==> src/rtl/dram_wr_ctrl.sv <==
// Store-side DRAM write controller: turns B/H/W stores into word-aligned write beats
// with byte enables, splitting word-crossing stores into two beats when SPLIT_EN=1.
module dram_wr_ctrl #(
   parameter int XLEN     = 32,
   parameter bit SPLIT_EN = 1'b1
) (
   input  logic              clk_i,
   input  logic              rst_n_i,
   input  logic              req_valid_i,
   output logic              req_ready_o,
   input  logic [2:0]        dram_wr_sel_i,
   input  logic [XLEN-1:0]   addr_i,
   input  logic [XLEN-1:0]   data_i,
   output logic              mem_we_o,
   output logic [XLEN-1:0]   mem_addr_o,
   output logic [XLEN/8-1:0] mem_be_o,
   output logic [XLEN-1:0]   mem_data_o,
   input  logic              mem_ack_i,
   output logic              done_o,
   output logic              err_o
);

   localparam logic [2:0] DRAM_WR_B = 3'd0;
   localparam logic [2:0] DRAM_WR_H = 3'd1;
   localparam logic [2:0] DRAM_WR_W = 3'd2;

   typedef enum logic [1:0] {S_IDLE, S_BEAT0, S_BEAT1} state_t;

   state_t            r_state;
   logic              r_cross;
   logic [3:0]        r_be_hi;
   logic [XLEN-1:0]   r_data_hi;

   logic              w_legal;
   logic [3:0]        w_mask;
   logic [XLEN-1:0]   w_dmask;
   logic [1:0]        w_off;
   logic [7:0]        w_be8;
   logic [2*XLEN-1:0] w_d64;
   logic              w_cross;

   always_comb begin
      w_legal = 1'b1;
      w_mask  = 4'b0000;
      w_dmask = '0;
      case (dram_wr_sel_i)
         DRAM_WR_B: begin
            w_mask  = 4'b0001;
            w_dmask = {{(XLEN-8){1'b0}}, data_i[7:0]};
         end
         DRAM_WR_H: begin
            w_mask  = 4'b0011;
            w_dmask = {{(XLEN-16){1'b0}}, data_i[15:0]};
         end
         DRAM_WR_W: begin
            w_mask  = 4'b1111;
            w_dmask = data_i;
         end
         default: w_legal = 1'b0;
      endcase
   end

   // Lane placement over a two-word window; the upper word is the second beat.
   assign w_off   = addr_i[1:0];
   assign w_be8   = {4'b0000, w_mask} << w_off;
   assign w_d64   = {{XLEN{1'b0}}, w_dmask} << {w_off, 3'b000};
   assign w_cross = |w_be8[7:4];

   always_ff @(posedge clk_i or negedge rst_n_i) begin
      if (!rst_n_i) begin
         r_state     <= S_IDLE;
         r_cross     <= 1'b0;
         r_be_hi     <= 4'b0000;
         r_data_hi   <= '0;
         req_ready_o <= 1'b1;
         mem_we_o    <= 1'b0;
         mem_addr_o  <= '0;
         mem_be_o    <= '0;
         mem_data_o  <= '0;
         done_o      <= 1'b0;
         err_o       <= 1'b0;
      end else begin
         done_o <= 1'b0;
         err_o  <= 1'b0;
         case (r_state)
            S_IDLE: begin
               if (req_valid_i) begin
                  if (!w_legal || (w_cross && !SPLIT_EN)) begin
                     err_o <= 1'b1;
                  end else begin
                     r_state     <= S_BEAT0;
                     req_ready_o <= 1'b0;
                     mem_we_o    <= 1'b1;
                     mem_addr_o  <= {addr_i[XLEN-1:2], 2'b00};
                     mem_be_o    <= w_be8[3:0];
                     mem_data_o  <= w_d64[XLEN-1:0];
                     r_cross     <= w_cross;
                     r_be_hi     <= w_be8[7:4];
                     r_data_hi   <= w_d64[2*XLEN-1:XLEN];
                  end
               end
            end
            S_BEAT0: begin
               if (mem_ack_i) begin
                  if (r_cross) begin
                     r_state    <= S_BEAT1;
                     mem_addr_o <= mem_addr_o + XLEN'(4);
                     mem_be_o   <= r_be_hi;
                     mem_data_o <= r_data_hi;
                  end else begin
                     r_state     <= S_IDLE;
                     mem_we_o    <= 1'b0;
                     req_ready_o <= 1'b1;
                     done_o      <= 1'b1;
                  end
               end
            end
            S_BEAT1: begin
               if (mem_ack_i) begin
                  r_state     <= S_IDLE;
                  mem_we_o    <= 1'b0;
                  req_ready_o <= 1'b1;
                  done_o      <= 1'b1;
               end
            end
            default: r_state <= S_IDLE;
         endcase
      end
   end

endmodule

==> config.mk <==
export PLATFORM = sky130hd
export DESIGN_NAME = dram_wr_ctrl
export DESIGN_NICKNAME = d
export VERILOG_FILES = /design/src/rtl/dram_wr_ctrl.sv
export SDC_FILE = /design/constraint.sdc
export NUM_CORES = 1
export LEC_CHECK = 0
export ABC_CLOCK_PERIOD_IN_PS = 2000
export CAP_MARGIN = 20
export CORE_MARGIN = 2
export CORE_UTILIZATION = 50
export DETAILED_ROUTE_END_ITERATION = 12
export DONT_BUFFER_PORTS = 1
export PLACE_DENSITY_LB_ADDON = 0.1
export SLEW_MARGIN = 10
export SYNTH_ARGS = -nofsm -noshare
export SYNTH_HDL_FRONTEND = slang
export SYNTH_SLANG_ARGS = --single-unit
export TNS_END_PERCENT = 5
==> constraint.sdc <==
create_clock -name clk_i -period 2 [get_ports clk_i]
set_input_delay 0.5 -clock clk_i [delete_from_list [all_inputs] [get_ports clk_i]]
set_output_delay 0.5 -clock clk_i [all_outputs]
set_load 0.02 [all_outputs]
==> impl_summary.log, run 1 <==
INFO  metric status = finished, violations left
INFO  metric violations_in_the_final_reports = negative hold slack
INFO  metric layout.nets = 710
INFO  metric timing.reg2reg.setup_slack = 80 ps
INFO  metric synth-seq-cells = 100
INFO  metric timing.hold.worst.class = in2async
INFO  metric n_fill_cell = 930
INFO  metric synth.yosys.seq_area_share = 46.6%
INFO  metric number_of_global_route_vias_before_repair = 4923
INFO  metric setup_viol = 0
INFO  metric path_max_fanout = 4
INFO  metric fraction_of_final_layout_cells_sized_beyond_drive_strength_1 = 18.0%
INFO  metric max-cap-violations = 0
INFO  metric drt_iter0_drc = 426
INFO  metric worst-setup-path-type = reg2reg
INFO  metric ioPinCount = 143
INFO  metric timing.hold.ws = -184 ps
INFO  metric detailedRoute.firstPassIterationCount = 7
INFO  metric globalRouteTotalUtil = 28.6%
INFO  metric number_of_antenna_violations_at_the_first_check_in_global_routing = 0
INFO  metric vdd_ir_drop_max = 790 uV
INFO  metric synth-edff-count = 0
INFO  metric num_antenna_cells = 0
INFO  metric wl_met1 = 6570 um
INFO  metric setup_ws = 77.7 ps
INFO  metric met2RoutedLength = 7730 um
INFO  metric p_leak = 2.61 nW
INFO  metric power_density = 1620 nW/um2
INFO  metric timing.critical_path.slowest_stage_cell = or4_1
INFO  metric grt_start_max_net_pins = 101
INFO  metric num_vias = 5016
INFO  metric ctsRootBufferMaster = clkbuf_8
INFO  metric pre_cts_ws = -114 ps
INFO  metric postRouteAntennaNets = 0
INFO  metric die_w = 108 um
INFO  metric worstReg2RegEnd = mem_addr_o[27]$_DFFE_PN0P_
INFO  metric total_length_of_routed_wires = 16200 um
INFO  metric final_max_slew_viol_count = 0
INFO  metric dpl.hpwl = 11800 um
INFO  metric wire_length_of_the_first_global_routing_pass = 25900 um
INFO  metric clk_path_buf_depth = 2
INFO  metric portBuffers = 0
INFO  metric drt-wirelength-per-cell = 20.9 um
INFO  metric clock_tree.htree_level_count = 3
INFO  metric worst-endpoint-arrival = 2180 ps
INFO  metric tritoncts = built
INFO  metric post_synth_instance_area = 5380 um2
INFO  metric grt_setup_unrepaired = false
INFO  metric maxUsedRoutingLayer = met4
INFO  metric required = 2260 ps
INFO  metric synth-async-reset-ratio = 100%
INFO  metric timing.critical_path.mode_cell = a21o_1
INFO  metric synth.avg_cell_area = 9.05 um2
INFO  metric grt_overflow_total = 0
INFO  metric synth_top_area_cell = dfrtp_1
INFO  metric yosysTopAreaCellShare = 46.1%
INFO  metric max_slew.worst_pin.slew = 991 ps
INFO  metric slowest_delay = 450 ps
INFO  metric cts_buffer_count = 9
INFO  metric syn2layout_area_growth = 16.5%
INFO  metric worst_setup_path_start_kind = register
INFO  metric floorplan.die_area = 11600 um2
INFO  metric drc = 0
INFO  metric cts.reportedPaths.clkPinSlew = 100 ps
INFO  metric regToRegStartpoint = mem_addr_o[2]$_DFFE_PN0P_
INFO  metric final_hold_vio_count = 99
INFO  metric num_rows = 37
INFO  metric worst_skew = 14.6 ps
INFO  metric seq_area = 2510 um2
INFO  metric min_period_over_period = 96.1%
INFO  metric slew_headroom = 33.8%
INFO  metric die-height = 108 um
INFO  metric fmax = 520 MHz
INFO  metric synth_cell_type_count = 61
INFO  metric gp_congestion = 0.896
INFO  metric netlist_top_cells_area = dfrtp_1 46%, nand2_1 4.7%, nor2_1 4.3%, o21ai_0 4.0%, mux2i_1 3.2%
INFO  metric initial_core_util = 51.9%
INFO  metric worst-path-buf-inv = 1
INFO  metric layout.core_utilization = 60.4%
INFO  metric clock_sinks = 100
INFO  metric synth_ff_type = dfrtp_1
INFO  metric clkLatencyLatePin = 360 ps
INFO  metric postSynthCellCount = 594
INFO  metric cp_cell_sequence = buf_4, nand3_1, or3_1, or4_1, a21o_1, a21o_1
INFO  metric core = 10400 um2
INFO  metric multi_input_comb_area = 2720 um2
INFO  metric viasPerCell = 6.47
INFO  metric met3_length = 1440 um
INFO  metric synthesis.yosys.warnings = 0
INFO  metric path_depth_of_the_worst_reg2reg_path = 6
INFO  metric worst_setup_path_end_kind = register
INFO  metric critical_path.top_delay_family = simple AND/OR/NAND/NOR gates
INFO  metric post-route-min-period = 1920 ps
## layout by cell type, fill, tap and decap left out, types with 3 or more instances in the layout
| cell | count |
|---|---|
| and3_1 | 4 |
| o221ai_1 | 3 |
| buf_4 | 71 |
| nor4_2 | 4 |
| a32oi_1 | 13 |
| a31oi_1 | 7 |
| a221o_1 | 5 |
| o21ai_0 | 43 |
| o22a_1 | 3 |
| bufinv_16 | 3 |
| nor4_1 | 6 |
| a2bb2oi_1 | 4 |
| nand3_1 | 19 |
| mux2i_1 | 17 |
| a221oi_1 | 15 |
| o22ai_1 | 10 |
| nor2_2 | 3 |
| o211ai_1 | 7 |
| o21a_1 | 4 |
| inv_1 | 12 |
| or3_1 | 4 |
| nor2_1 | 59 |
| nand4_1 | 10 |
| dfrtp_1 | 97 |
| a22o_1 | 12 |
| a21oi_1 | 27 |
| clkbuf_8 | 9 |
| a21o_1 | 5 |
| o31ai_1 | 5 |
| nand2_1 | 67 |
| and2_1 | 4 |
| a222oi_1 | 8 |
| nor3_2 | 3 |
| o21ai_1 | 7 |
| nor3_1 | 17 |
## worst max path at each step
stage	start	to	slack, ps	cells past startpoint
2_1_floorplan	r_state[1]$_DFFE_PN0P_	mem_data_o[7]$_DFFE_PN0P_	-20	10
4_1_cts	mem_addr_o[2]$_DFFE_PN0P_	mem_addr_o[22]$_DFFE_PN0P_	10	6
3_5_place_dp	r_state[1]$_DFFE_PN0P_	mem_data_o[19]$_DFFE_PN0P_	-110	7
3_3_place_gp	dram_wr_sel_i[1]	mem_data_o[23]$_DFFE_PN0P_	-40	4
5_1_grt	mem_addr_o[2]$_DFFE_PN0P_	mem_addr_o[28]$_DFFE_PN0P_	9	7
6_report	mem_addr_o[2]$_DFFE_PN0P_	mem_addr_o[27]$_DFFE_PN0P_	80	6
## layer usage
metal / GRT usage [%] / up-vias
met2: 46.0 / 226
met3: 7.51 / 39
met4: 12.2 / 0
met5: 0 / -
met1: 36.5 / 2438
li1: - / 2313
## power by group
group	internal (mW)	total (mW)	switching, mW
clock network	0.823	1.51	0.689
registers	2.88	4.08	1.20
logic	1.90	4.56	2.65
## final cells by class
cell class	count	area share [%]
clock buffers	10	2.04
inverters	13	0.779
multi-input cells	436	43.3
flip-flops and latches	100	40.0
repair buffers	75	9.50
clock inverters	5	1.64
well taps	136	2.72
## sequential cells by signal, indices dropped and copies added, names as in the netlist
signal       count
mem_addr_o      30
err_o            1
r_data_hi       24
mem_we_o         1
r_be_hi          3
req_ready_o      1
mem_be_o         4
done_o           1
r_cross          1
r_state          2
mem_data_o      32
## kinds of logic after synthesis
| kind of cell | Yosys count | share of synthesized area [%] |
|---|---|---|
| AO/OA/AOI/OAI | 193 | 25.0 |
| XOR/XNOR | 1 | 0.163 |
| adder cells (fa/ha/maj) | 4 | 0.931 |
| buffers and inverters | 59 | 4.54 |
| flip-flops | 100 | 46.6 |
| multiplexers | 17 | 3.16 |
| other | 1 | 0.0697 |
| AND/OR/NAND/NOR | 219 | 19.6 |
## Yosys cell counts (all sizes together) (3+ instances only)
| master | count |
|---|---|
| o31ai | 5 |
| o22ai | 10 |
| a2bb2oi | 4 |
| nor2 | 62 |
| a32oi | 13 |
| ha | 4 |
| a22o | 12 |
| o211ai | 7 |
| buf | 17 |
| nand2 | 68 |
| o21ai | 50 |
| a221oi | 17 |
| mux2i | 17 |
| nor3 | 20 |
| dfrtp | 99 |
| a21o | 6 |
| nor4 | 10 |
| a21oi | 27 |
| a222oi | 8 |
| nand4 | 11 |
| a31oi | 7 |
| o22a | 3 |
| and3 | 5 |
| inv | 12 |
| o221ai | 3 |
| a221o | 5 |
| and2 | 4 |
| clkbuf | 29 |
| or3 | 5 |
| o21a | 4 |
| nand3 | 20 |
## per-stage QoR
stage | instances | total power [mW] | cell area [um2] | hold WS (ps) | setup TNS (ps)
global placement | 757 | 8.38 | 5930 | 207 | -227
CTS | 772 | 10.0 | 6170 | -203 | 0
global route | 775 | 10.8 | 6270 | -204 | 0
detailed placement | 757 | 8.49 | 5930 | 208 | -765
floorplan | 595 | 6.84 | 5380 | 204 | -26.5
finish | 775 | 10.1 | 6270 | -184 | 0
## timing repair
item,in CTS,in global routing
setup endpoints to repair,12,55
gates cloned,0,0
endpoints found under the hold margin,100,100
resized for setup,3,15
setup buffers,0,3
Power figures use the tool's default switching activity.
==> run 2, diff against run 1 <==
Settings changed: ABC_CLOCK_PERIOD_IN_PS 2000 to unset, CORE_MARGIN 2 to unset.
==> run 2 against run 1 <==
Against the previous run: the run still ends with negative hold slack left; final cell count down 0.90%; largest cell class unchanged; count of clock-buffer cells in the layout unchanged; via count up 0.18%; critical endpoint is now mem_addr_o[20]$_DFFE_PN0P_; combinational power down 2%; flip-flop and latch count unchanged; largest power group unchanged.
==> impl_summary.log, run 2 (synthesis results as in run 1) <==
INFO  metric status = finished, violations left
INFO  metric violations_in_the_final_reports = negative hold slack
INFO  metric grt_overflow_total = 0
INFO  metric cts_buffer_count = 9
INFO  metric die-height = 106 um
INFO  metric totalPowerFinal = 9.90 mW
INFO  metric worst_skew = 10.4 ps
INFO  metric drt_iter0_drc = 464
INFO  metric syn2layout_area_growth = 15.1%
INFO  metric worst_setup_path_start_kind = register
INFO  metric timing.hold.worst.class = in2async
INFO  metric floorplan.die_area = 11200 um2
INFO  metric largest_registers = mem_data_o x32, mem_addr_o x30, r_data_hi x24
INFO  metric num_rows = 37
INFO  metric layout_commonest_cell = dfrtp_1
INFO  metric setup_viol = 0
INFO  metric post-place-cells = 751
INFO  metric power_density = 1600 nW/um2
INFO  metric die_w = 106 um
INFO  metric worst-setup-path-type = reg2reg
INFO  metric max_slew.worst_pin.slew = 667 ps
INFO  metric timing.hold.ws = -185 ps
INFO  metric viasPerCell = 6.54
INFO  metric ioPinCount = 143
INFO  metric globalRouteTotalUtil = 30.2%
INFO  metric timing.reg2reg.setup_slack = 40 ps
INFO  metric cts.reportedPaths.clkPinSlew = 100 ps
INFO  metric min_period_over_period = 98.1%
INFO  metric num_vias = 5025
INFO  metric final_max_slew_viol_count = 0
INFO  metric drt-wirelength-per-cell = 21.4 um
INFO  metric cp_cell_sequence = inv_2, ha_2, inv_1, buf_4, a21o_4, and2_1, buf_6, o22a_1, o311a_1
INFO  metric required = 2260 ps
INFO  metric timing.critical_path.from = r_state[1]$_DFFE_PN0P_
INFO  metric number_of_global_route_vias_before_repair = 4928
INFO  metric tritoncts = built
INFO  metric portBuffers = 0
INFO  metric fmax = 510 MHz
INFO  metric slew_headroom = 55.4%
INFO  metric slowest_delay = 410 ps
INFO  metric total_length_of_routed_wires = 16400 um
INFO  metric dpl.hpwl = 11800 um
INFO  metric flip_flop_count_of_the_largest_register_after_layout = 32
INFO  metric path_max_fanout = 13
INFO  metric wire_length_of_the_first_global_routing_pass = 26200 um
INFO  metric p_leak = 2.57 nW
INFO  metric worst-endpoint-arrival = 2220 ps
INFO  metric initial_core_util = 51.9%
INFO  metric drc = 0
INFO  metric core = 10400 um2
INFO  metric grt_setup_unrepaired = true
INFO  metric grt_start_max_net_pins = 101
INFO  metric worst_setup_path_end_kind = register
INFO  metric max-cap-violations = 0
INFO  metric vdd_ir_drop_max = 721 uV
INFO  metric ctsRootBufferMaster = clkbuf_8
INFO  metric biggest_register = mem_data_o
INFO  metric post-route-min-period = 1960 ps
INFO  metric clk_path_buf_depth = 2
INFO  metric num_antenna_cells = 0
INFO  metric timing.critical_path.slowest_stage_cell = dfrtp_1
INFO  metric clock_tree.htree_level_count = 3
INFO  metric fraction_of_final_layout_cells_sized_beyond_drive_strength_1 = 17.6%
INFO  metric clkLatencyLatePin = 370 ps
INFO  metric regToRegStartpoint = r_state[1]$_DFFE_PN0P_
INFO  metric setup_tns = 0 ps
INFO  metric clock_sinks = 100
INFO  metric detailedRoute.firstPassIterationCount = 6
INFO  metric number_of_antenna_violations_at_the_first_check_in_global_routing = 0
INFO  metric gp_congestion = 0.894
INFO  metric postRouteAntennaNets = 0
INFO  metric layout.nets = 702
INFO  metric mostFrequentLayoutCells = 97 x dfrtp_1, 65 x nand2_1, 61 x nor2_1, 61 x buf_4, 43 x o21ai_0
INFO  metric finish.cell_count_without_fillers = 768
INFO  metric final_hold_vio_count = 100
run 2: cell count changes in the layout (fill, tap and decap cells not counted), sizes merged:
cell	change
buf	-8
clkinv	+2
clkinvlp	+1
bufinv	-2
run 2: layout make-up:
class	count	area, um2
clock buffer	10	138
timing repair buffer	67	541
tap	136	170
multi-input combinational	436	2730
fill	920	4180
clock inverter	6	63.8
inverter	13	48.8
sequential	100	2510
run 2: path summary, 6_finish.rpt:
kind                                              end  depth (start not counted)
setup / recovery           mem_addr_o[20]$_DFFE_PN0P_                          9
hold / removal             mem_addr_o[22]$_DFFE_PN0P_                          0
setup reg to reg           mem_addr_o[20]$_DFFE_PN0P_                          9
hold reg to reg             r_data_hi[10]$_DFFE_PN0P_                          2
max in group asynchronous      r_state[1]$_DFFE_PN0P_                          0
min in group clk_i                   done_o$_DFF_PN0_                          2
run 2: routing by layer:
| layer | GRT usage (%) | up-vias | part of all wire [%] |
|---|---|---|---|
| met5 | 0 | - | 0 |
| met4 | 12.5 | 0 | 2.4 |
| li1 | - | 2293 | - |
| met2 | 47.5 | 209 | 48 |
| met3 | 8.66 | 27 | 8.7 |
| met1 | 39.2 | 2496 | 41 |
run 2: repair_timing:
item,CTS,global route
cloned,0,0
endpoints found under the hold margin,100,100
pin swaps,0,0
buffers inserted,0,0
gates resized for setup,5,17
endpoints found under the setup margin,21,67
run 2: critical path: cells and delay by family, from the launching register on:
family,cells,cell delay [ps]
AOI/OAI and AO/OA,3,540
adders and majority gates,1,200
buffers and inverters,4,510
DFF,1,410
and+or+nand+nor,1,200
run 2: report_power, final:
group	internal, mW	switching, mW	leakage [nW]
clock network	0.611	0.737	0.0983
logic	1.81	2.66	1.22
registers	2.88	1.21	1.25
run 2: metrics by stage:
step | cell area [um2] | utilization, % | setup slack, ps
6_report | 6190 | 59.7 | 38.1
3_5_place_dp | 5880 | 56.7 | -183
5_1_grt | 6190 | 59.7 | -29.9
3_3_place_gp | 5880 | 56.7 | -77.7
2_1_floorplan | 5380 | - | -16.2
4_1_cts | 6110 | 58.9 | 20.4
